$ cat src/rtl/twos_to_sign_mag_norm.sv
// twos_to_sign_mag_norm
//   Converts the two's-complement mantissa sum from the FP add/sub datapath
//   into sign/magnitude form. The magnitude is then normalised so that the
//   hidden bit sits at MW-2, shifting one bit per cycle and adjusting the
//   exponent as it goes. IEEE-754 single fields go to the pack stage over a
//   valid/ready handshake. Rounding is by truncation.
//
// Ports
//   clk, rst          clock; synchronous active-high reset
//   valid_in          sum_in/exp_in valid (only honoured while ready_out=1)
//   ready_out         block is idle and can accept an operand
//   sum_in [MW-1:0]   two's-complement mantissa sum
//   exp_in [EW-1:0]   biased exponent aligned to sum_in bit MW-2
//   valid_out         result fields valid, held until ready_in
//   ready_in          downstream accepts the result
//   sign_out          result sign
//   exp_out [EW-1:0]  result biased exponent
//   mant_out[MW-3:0]  result fraction, hidden bit dropped
//   zero_out          exact zero result
//   overflow          exponent saturated to all-ones (infinity)
//   underflow         result flushed to zero
module twos_to_sign_mag_norm #(
  parameter int MW = 25,
  parameter int EW = 8
) (
  input  logic          clk,
  input  logic          rst,
  input  logic          valid_in,
  output logic          ready_out,
  input  logic [MW-1:0] sum_in,
  input  logic [EW-1:0] exp_in,
  output logic          valid_out,
  input  logic          ready_in,
  output logic          sign_out,
  output logic [EW-1:0] exp_out,
  output logic [MW-3:0] mant_out,
  output logic          zero_out,
  output logic          overflow,
  output logic          underflow
);

  typedef enum logic [1:0] {IDLE, CONV, NORM, DONE} state_t;

  localparam logic [EW-1:0] EXP_MAX = {EW{1'b1}};
  localparam logic [EW-1:0] EXP_ONE = EW'(1);
  localparam logic [MW-1:0] MAG_ONE = MW'(1);

  // Magnitude of a two's-complement value as an MW-bit unsigned number.
  // The most negative input maps to 2^(MW-1), which still fits.
  function automatic logic [MW-1:0] abs_mag(input logic signed [MW-1:0] s);
    logic [MW-1:0] u;
    u = s;
    return u[MW-1] ? (~u + MAG_ONE) : u;
  endfunction

  state_t               state_q;
  logic signed [MW-1:0] sreg_q;
  logic [EW-1:0]        ereg_q;
  // In NORM the magnitude is always below 2^(MW-2), so only the bits below
  // the hidden position need storing; the hidden bit appears when bit MW-3
  // is about to be shifted into it.
  logic [MW-3:0]        mag_q;
  logic                 sign_q;

  logic                 ready_q, valid_q, sign_out_q, zero_q, ovf_q, unf_q;
  logic [EW-1:0]        exp_out_q;
  logic [MW-3:0]        mant_q;

  logic                 conv_sign_d;
  logic [MW-1:0]        conv_mag_d;
  logic [MW-3:0]        norm_mag_d;
  logic [EW-1:0]        exp_inc_d, exp_dec_d;

  always_comb begin
    conv_sign_d = sreg_q[MW-1];
    conv_mag_d  = abs_mag(sreg_q);
    norm_mag_d  = {mag_q[MW-4:0], 1'b0};
    exp_inc_d   = ereg_q + EXP_ONE;
    exp_dec_d   = ereg_q - EXP_ONE;
  end

  always_ff @(posedge clk) begin
    if (rst) begin
      state_q    <= IDLE;
      ready_q    <= 1'b1;
      valid_q    <= 1'b0;
      sign_out_q <= 1'b0;
      exp_out_q  <= '0;
      mant_q     <= '0;
      zero_q     <= 1'b0;
      ovf_q      <= 1'b0;
      unf_q      <= 1'b0;
    end else begin
      case (state_q)
        IDLE: begin
          if (valid_in) begin
            sreg_q  <= $signed(sum_in);
            ereg_q  <= exp_in;
            ready_q <= 1'b0;
            state_q <= CONV;
          end
        end
        // Sign recovery and the single-cycle outcomes; only denormalised
        // magnitudes continue into NORM.
        CONV: begin
          sign_q <= conv_sign_d;
          mag_q  <= conv_mag_d[MW-3:0];
          zero_q <= 1'b0;
          ovf_q  <= 1'b0;
          unf_q  <= 1'b0;
          if (conv_mag_d == '0) begin
            sign_out_q <= 1'b0;
            exp_out_q  <= '0;
            mant_q     <= '0;
            zero_q     <= 1'b1;
            valid_q    <= 1'b1;
            state_q    <= DONE;
          end else if (ereg_q == EXP_MAX) begin
            sign_out_q <= conv_sign_d;
            exp_out_q  <= EXP_MAX;
            mant_q     <= '0;
            ovf_q      <= 1'b1;
            valid_q    <= 1'b1;
            state_q    <= DONE;
          end else if (conv_mag_d[MW-1]) begin
            // Carry out of the add: renormalise right, LSB truncated.
            sign_out_q <= conv_sign_d;
            exp_out_q  <= exp_inc_d;
            if (exp_inc_d == EXP_MAX) begin
              mant_q <= '0;
              ovf_q  <= 1'b1;
            end else begin
              mant_q <= conv_mag_d[MW-2:1];
            end
            valid_q <= 1'b1;
            state_q <= DONE;
          end else if (conv_mag_d[MW-2]) begin
            sign_out_q <= conv_sign_d;
            exp_out_q  <= ereg_q;
            mant_q     <= conv_mag_d[MW-3:0];
            valid_q    <= 1'b1;
            state_q    <= DONE;
          end else begin
            state_q <= NORM;
          end
        end
        // One left shift per cycle; flush once the exponent cannot drop.
        NORM: begin
          if (ereg_q <= EXP_ONE) begin
            sign_out_q <= sign_q;
            exp_out_q  <= '0;
            mant_q     <= '0;
            unf_q      <= 1'b1;
            valid_q    <= 1'b1;
            state_q    <= DONE;
          end else begin
            mag_q  <= norm_mag_d;
            ereg_q <= exp_dec_d;
            if (mag_q[MW-3]) begin
              sign_out_q <= sign_q;
              exp_out_q  <= exp_dec_d;
              mant_q     <= norm_mag_d;
              valid_q    <= 1'b1;
              state_q    <= DONE;
            end
          end
        end
        DONE: begin
          if (ready_in) begin
            valid_q <= 1'b0;
            ready_q <= 1'b1;
            state_q <= IDLE;
          end
        end
        default: state_q <= IDLE;
      endcase
    end
  end

  assign ready_out = ready_q;
  assign valid_out = valid_q;
  assign sign_out  = sign_out_q;
  assign exp_out   = exp_out_q;
  assign mant_out  = mant_q;
  assign zero_out  = zero_q;
  assign overflow  = ovf_q;
  assign underflow = unf_q;

endmodule

$ cat config.mk
export PLATFORM = sky130hd
export DESIGN_NAME = twos_to_sign_mag_norm
export DESIGN_NICKNAME = d
export VERILOG_FILES = /design/src/rtl/twos_to_sign_mag_norm.sv
export SDC_FILE = /design/constraint.sdc
export NUM_CORES = 1
export LEC_CHECK = 0
export BUFFER_PORTS_ARGS = -buffer_cell sky130_fd_sc_hd__buf_4
export CAP_MARGIN = 20
export CORE_ASPECT_RATIO = 1.75
export CORE_MARGIN = 3
export CORE_UTILIZATION = 45
export DETAILED_ROUTE_END_ITERATION = 16
export PLACE_DENSITY = 0.64
export REMOVE_ABC_BUFFERS = 1
export SYNTH_ARGS = -nofsm -noshare
export SYNTH_HDL_FRONTEND = slang
export SYNTH_SLANG_ARGS = --single-unit
$ cat constraint.sdc
create_clock -name clk -period 6.05 [get_ports clk]
set_input_delay 0.3025 -clock clk [delete_from_list [all_inputs] [get_ports clk]]
set_output_delay 0.3025 -clock clk [all_outputs]
set_load 0.01 [all_outputs]
# Yosys cells after proc, flatten, opt, wreduce, memory -nomap -nowiden
# Cells that the tools add are included.
[word_totals]
ff_bits = 96
[classes]
n_eq_ne = 11
bitwise = 2
add_sub_neg = 3
magnitude_cmp = 1
n_reduce_logical = 15
mux = 55
[ops]
columns = ["cell", "n"]
rows = [
  ["2-to-1 mux 23 bit", 8],
  ["one-hot mux 23 bit (2 select lines)", 2],
  ["2-to-1 mux 8 bit", 8],
  ["one-hot mux 8 bit (2 select lines)", 2],
  ["adder 25 x 1 -> 25 bit, second input constant", 1],
  ["zero test 25 bit", 1],
  ["2-to-1 mux 1 bit", 25],
  ["2-to-1 mux 25 bit", 1],
  ["NOT 25 bit", 1],
  ["equality test 8 bit, second input constant", 2],
  ["AND reduction 3 bit", 5],
  ["adder 8 x 1 -> 8 bit, second input constant", 1],
  ["<= comparator 8 x 1 -> 1 bit, second input constant", 1],
  ["2-to-1 mux 2 bit", 4],
  ["inequality test 2 bit, second input constant", 4],
  ["one-hot mux 2 bit (4 select lines)", 1],
  ["AND reduction 4 bit", 2],
  ["subtractor 8 x 1 -> 8 bit, second input constant", 1],
  ["one-hot mux 1 bit (2 select lines)", 3],
  ["nonzero test 2 bit", 3],
  ["inequality test 5 bit, second input constant", 1],
  ["equality test 2 bit, second input constant", 2],
  ["AND reduction 2 bit", 2],
  ["inequality test 3 bit, second input constant", 1],
  ["other kinds (5)", 5],
]

# Longest topological paths before layout
[depth]
ltp_word = 8
mapped_depth = 12
mapped_depth_nobuf = 10

# Least setup slack after synthesis
# Ideal clock, no wire load.
[synth_path]
path_type = "register -> register"
startpoint = "reg state_q[0]"
endpoint = "reg mag_q[0] (enable)"
period_less_slack_ns = 3.525
required_ns = 5.611
path_slack_ns = 2.525
t_arrival_ns = 3.086
setup_time_ns = 0.439
stages_incl_launch_ff = 7
cell_sequence = "dfxtp_1 inv_1 ha_1 clkbuf_1 clkbuf_1 clkbuf_1 a211oi_1"
[synth_via]
elab_chain_len = 3
word_cells_on_any_way = 5
cone_classes = "3 x eq/ne; 2 x reduce/logical"
[synth_lines]
columns = ["item", "line", "rtl"]
rows = [
  ["from (decl)", "56", "state_t state_q;"],
  ["from (signal assigned)", "84", "state_q <= IDLE;"],
  ["from (signal assigned)", "100", "state_q <= CONV;"],
  ["from (signal assigned)", "117", "state_q <= DONE;"],
  ["equality test 2 bit / equality test 2 x 1 -> 1 bit (equally long branches)", "94", "case (state_q)"],
  ["inequality test 2 bit (no source line) / nonzero test 2 bit (equally long branches)", "n/a", ""],
  ["AND reduction 3 bit (no source line) *", "n/a", ""],
  ["to (signal assigned)", "107", "mag_q <= conv_mag_d[MW-3:0];"],
  ["to (signal assigned)", "157", "mag_q <= norm_mag_d;"],
  ["to (decl)", "62", "logic [MW-3:0] mag_q;"],
]
# Every way passes the cells marked *; elsewhere a longest branch is shown, timed or not.
# A chain may end at the register's enable or synchronous reset.

# Final worst setup path
[layout_path]
startpoint = "reg sreg_q[0]"
endpoint = "reg mant_q[14] (netlist: mant_out[14])"
[layout_via]
elab_chain_len = 8
word_cells_on_any_way = 12
cone_classes = "1 x add/sub; 1 x eq/ne; 7 x mux; 1 x bitwise; 2 x reduce/logical"
[layout_lines]
columns = ["item", "line", "rtl"]
rows = [
  ["from (decl)", "57", "logic signed [MW-1:0] sreg_q;"],
  ["from (signal assigned)", "97", "sreg_q <= $signed(sum_in);"],
  ["NOT 25 bit", "53", "return u[MW-1] ? (~u + MAG_ONE) : u;"],
  ["adder 25 x 1 -> 25 bit", "53", ""],
  ["2-to-1 mux 25 bit *", "53", ""],
  ["2-to-1 mux 23 bit (on tied branches)", "137, 129", ""],
  ["2-to-1 mux 23 bit", "125", "end else if (conv_mag_d[MW-1]) begin"],
  ["2-to-1 mux 23 bit", "118", "end else if (ereg_q == EXP_MAX) begin"],
  ["2-to-1 mux 23 bit", "111", "if (conv_mag_d == '0) begin"],
  ["one-hot mux 23 bit (2 select lines)", "94", ""],
  ["to (signal assigned)", "133", "mant_q <= conv_mag_d[MW-2:1];"],
  ["to (signal assigned)", "140", "mant_q <= conv_mag_d[MW-3:0];"],
  ["to (signal assigned)", "162", "mant_q <= norm_mag_d;"],
  ["to (decl)", "67", "logic [MW-3:0] mant_q;"],
]
# Every way passes the cells marked *; elsewhere a longest branch is shown, timed or not. The select of a mux whose other input is x is not followed.

==> flow_summary.yaml <==
grt:
  grt_util_all_layers_pct: 21.4
  grt_max_degree: 49
  grt_pass1_wl_um: 24500
  grt_pass1_vias: 4804
  grt.overflow.total: 0
  antenna_found_initial: 0
clock_network:
  cts_tree: "built"
  cts_hold_buf: 0
  cts_made_buffers: 9
  clk_pin_slew_ps: 70
  post_cts_buffers: 0
  cts-root-buf: "clkbuf_16"
  cts.sinks: 96
  insertion_delay_ps: 350
  cts_htree_levels: 3
  cts_resized: 0
  cts_buffer_depth: 2
synthesis:
  ys_ff_latch: 96
  syn_inst: 609
  synth_top_area_cell: "edfxtp_1"
  synthFlopType: "edfxtp_1"
  syn_area_per_cell_um2: 9.55
  yosysTopAreaCellShare_pct: 29.4
  async_flop_share_pct: 0
  synth-simple-area-share_pct: 19.1
  synth.area.mux_share_pct: 4.11
  yosysUniqueCellTypes: 75
  synth_top_family_by_area: "compound AO/OA/AOI/OAI gates"
  netlist_area_um2: 5810
  synth_area_leaders: "edfxtp_1 29%, dfxtp_1 13%, a21oi_1 4.9%"
  synthAdderAreaFrac_pct: 1.94
  synth_compound_gate_area_share_pct: 21.4
  synth-edff-count: 57
  synth_xor_xnor_area_share_pct: 4.97
  ys_seq_area_share_pct: 42.9
  synth_common_cells: "57 x a21oi_1, 57 x edfxtp_1, 57 x nand2_1"
  yosys_warnings: 0
finish:
  diodes: 0
  drive_gt1_share_pct: 22.8
  nFillCells: 1190
  multi_input_comb_area_um2: 3010
  nNetsFinal: 700
  ff_latch_area_um2: 2490
  area_growth_pct: 15.3
  fin_cells: 827
timing:
  fin_crit_ps: 3920
  rsz0062_at_grt: "no"
  finalSetupTns_ps: 0
  hold_violations: 0
  drv_slew: 0
  tightest_slew_ps: 1150
  relSlewSlack_pct: 22.5
  fin_skew_ps: 10.2
  setup_viol: 0
  max_freq_mhz: 255
  fin_crit_sh_pct: 64.9
worst_setup_path:
  critical_path_class: "register to register"
  setup.worst_path.start_class: "register"
  end_kind: "register"
  arrival_ps: 4190
  cp_max_fo: 11
  crit_required_ps: 6310
floorplan:
  num_io_pins: 74
  die_area_um2: 14400
  core_area_um2: 12600
  start_util_pct: 46.3
  placementRows: 54
  die_x_um: 91.9
  die_height_um: 156
drt:
  post_drt_wl_per_cell_um: 18.3
  drt_iter0_drc: 297
  route.detailed.drc: 0
  via_count: 4915
  first_pass_iters: 5
  viasPerCell: 5.94
  drtAntennaViolNets: 0
  routed_wl_um: 15100
pwr:
  p_leak_nw: 2.41
  power_density_nw_per_um2: 455
  vdd_ir_drop_max_uv: 152
hold_path:
  hold_class: "primary input to register"
place:
  numPlacedInstances: 811
  dp_hpwl_um: 11400
  gp_congestion: 0.906
  io_buffers: 73
run_status:
  status: "completed"
job:
  drv_cap: 0
[flip-flops by register name, indices dropped and copies added (netlist names), 2 cells and up]
name      cells
mag_q        23
sreg_q       25
ereg_q        8
state_q       2
exp_out       8
mant_out     23
[layout make-up]
type	instances	area share (%)
clock inverters	3	0.336
multi-input cells	447	45.0
well taps	168	3.14
clock buffers	13	4.20
repair buffers	82	9.18
flip-flops and latches	96	37.2
inverters	18	1.01
[worst max-delay path: stages, from the launching register on]
cell      delay (ps)
edfxtp_1         460
inv_1            130
ha_1             240
or4b_4           580
nor4_4           430
nand3_1          220
a31oi_1          260
nand3_1          200
a31oi_1          770
o21ai_0          240
a311oi_2         310
[worst paths after layout]
path | from | end | slack [ps] | depth (start not counted)
max | sreg_q[0] | mant_out[14] | 2130 | 10
min | sum_in[6] | sreg_q[6] | 120 | 1
max reg2reg | sreg_q[0] | mant_out[14] | 2130 | 10
min reg2reg | overflow | overflow | 460 | 2
[layer usage]
metal | global-route usage, % | part of all wire (%) | vias to the layer above | routed length [µm]
met5 | 0 | 0 | - | 0
met4 | 12.5 | 4.6 | 0 | 689
met3 | 2.21 | 3.7 | 47 | 560
met2 | 38.8 | 54 | 149 | 8080
met1 | 24.0 | 38 | 2342 | 5770
li1 | - | - | 2377 | -
[per-stage QoR]
stage          utilization (%)  hold slack, ps  power, W  setup slack (ps)  area [µm²]
3_5_place_dp              50.9             459   0.00249              2140        6400
4_1_cts                   53.3             119   0.00307              2080        6700
3_3_place_gp              50.9             456   0.00246              2170        6400
5_1_grt                   53.3             119   0.00325              1750        6700
2_1_floorplan                -             367   0.00199              1970        5560
6_report                  53.3             124   0.00305              2130        6700
[cell usage in the layout (no fill, tap or decap), drive strengths merged, types with 3 or more instances in the layout]
master and instances:
buf 82, a21oi 58, nand2 57, edfxtp 57, nor2 40, dfxtp 39, o21ai 31, nor3 25
inv 19, xnor2 18, a211oi 17, nand3 16, xor2 15, mux2 15, clkbuf 13, a311oi 10
ha 9, o31ai 9, or3 9, or4 9, o22ai 8, nand2b 8, a22oi 8, nor4 8
mux2i 7, a31oi 7, nand4 6, nand4b 5, nor2b 5, or2 5, and3 4, nor3b 3
o211ai 3, o41ai 3
[where the power goes]
group / internal [W] / leakage, nW / switching [W] / total, W
registers: 0.000949 / 0.848 / 0.000169 / 0.00112
logic: 0.000573 / 1.41 / 0.000781 / 0.00135
clock network: 0.000328 / 0.151 / 0.000251 / 0.000579
[kinds of logic (layout without fill, tap and decap cells)]
| group | Yosys count | after routing |
|---|---|---|
| muxes | 22 | 22 |
| xor gates and xnor gates | 33 | 33 |
| DFF | 96 | 96 |
| and+or+nand+nor | 207 | 207 |
| adders and majority gates | 9 | 9 |
| buffers and inverters | 66 | 116 |
| AOI/OAI and AO/OA | 176 | 176 |
No activity file was read; power rests on OpenSTA's default activity.
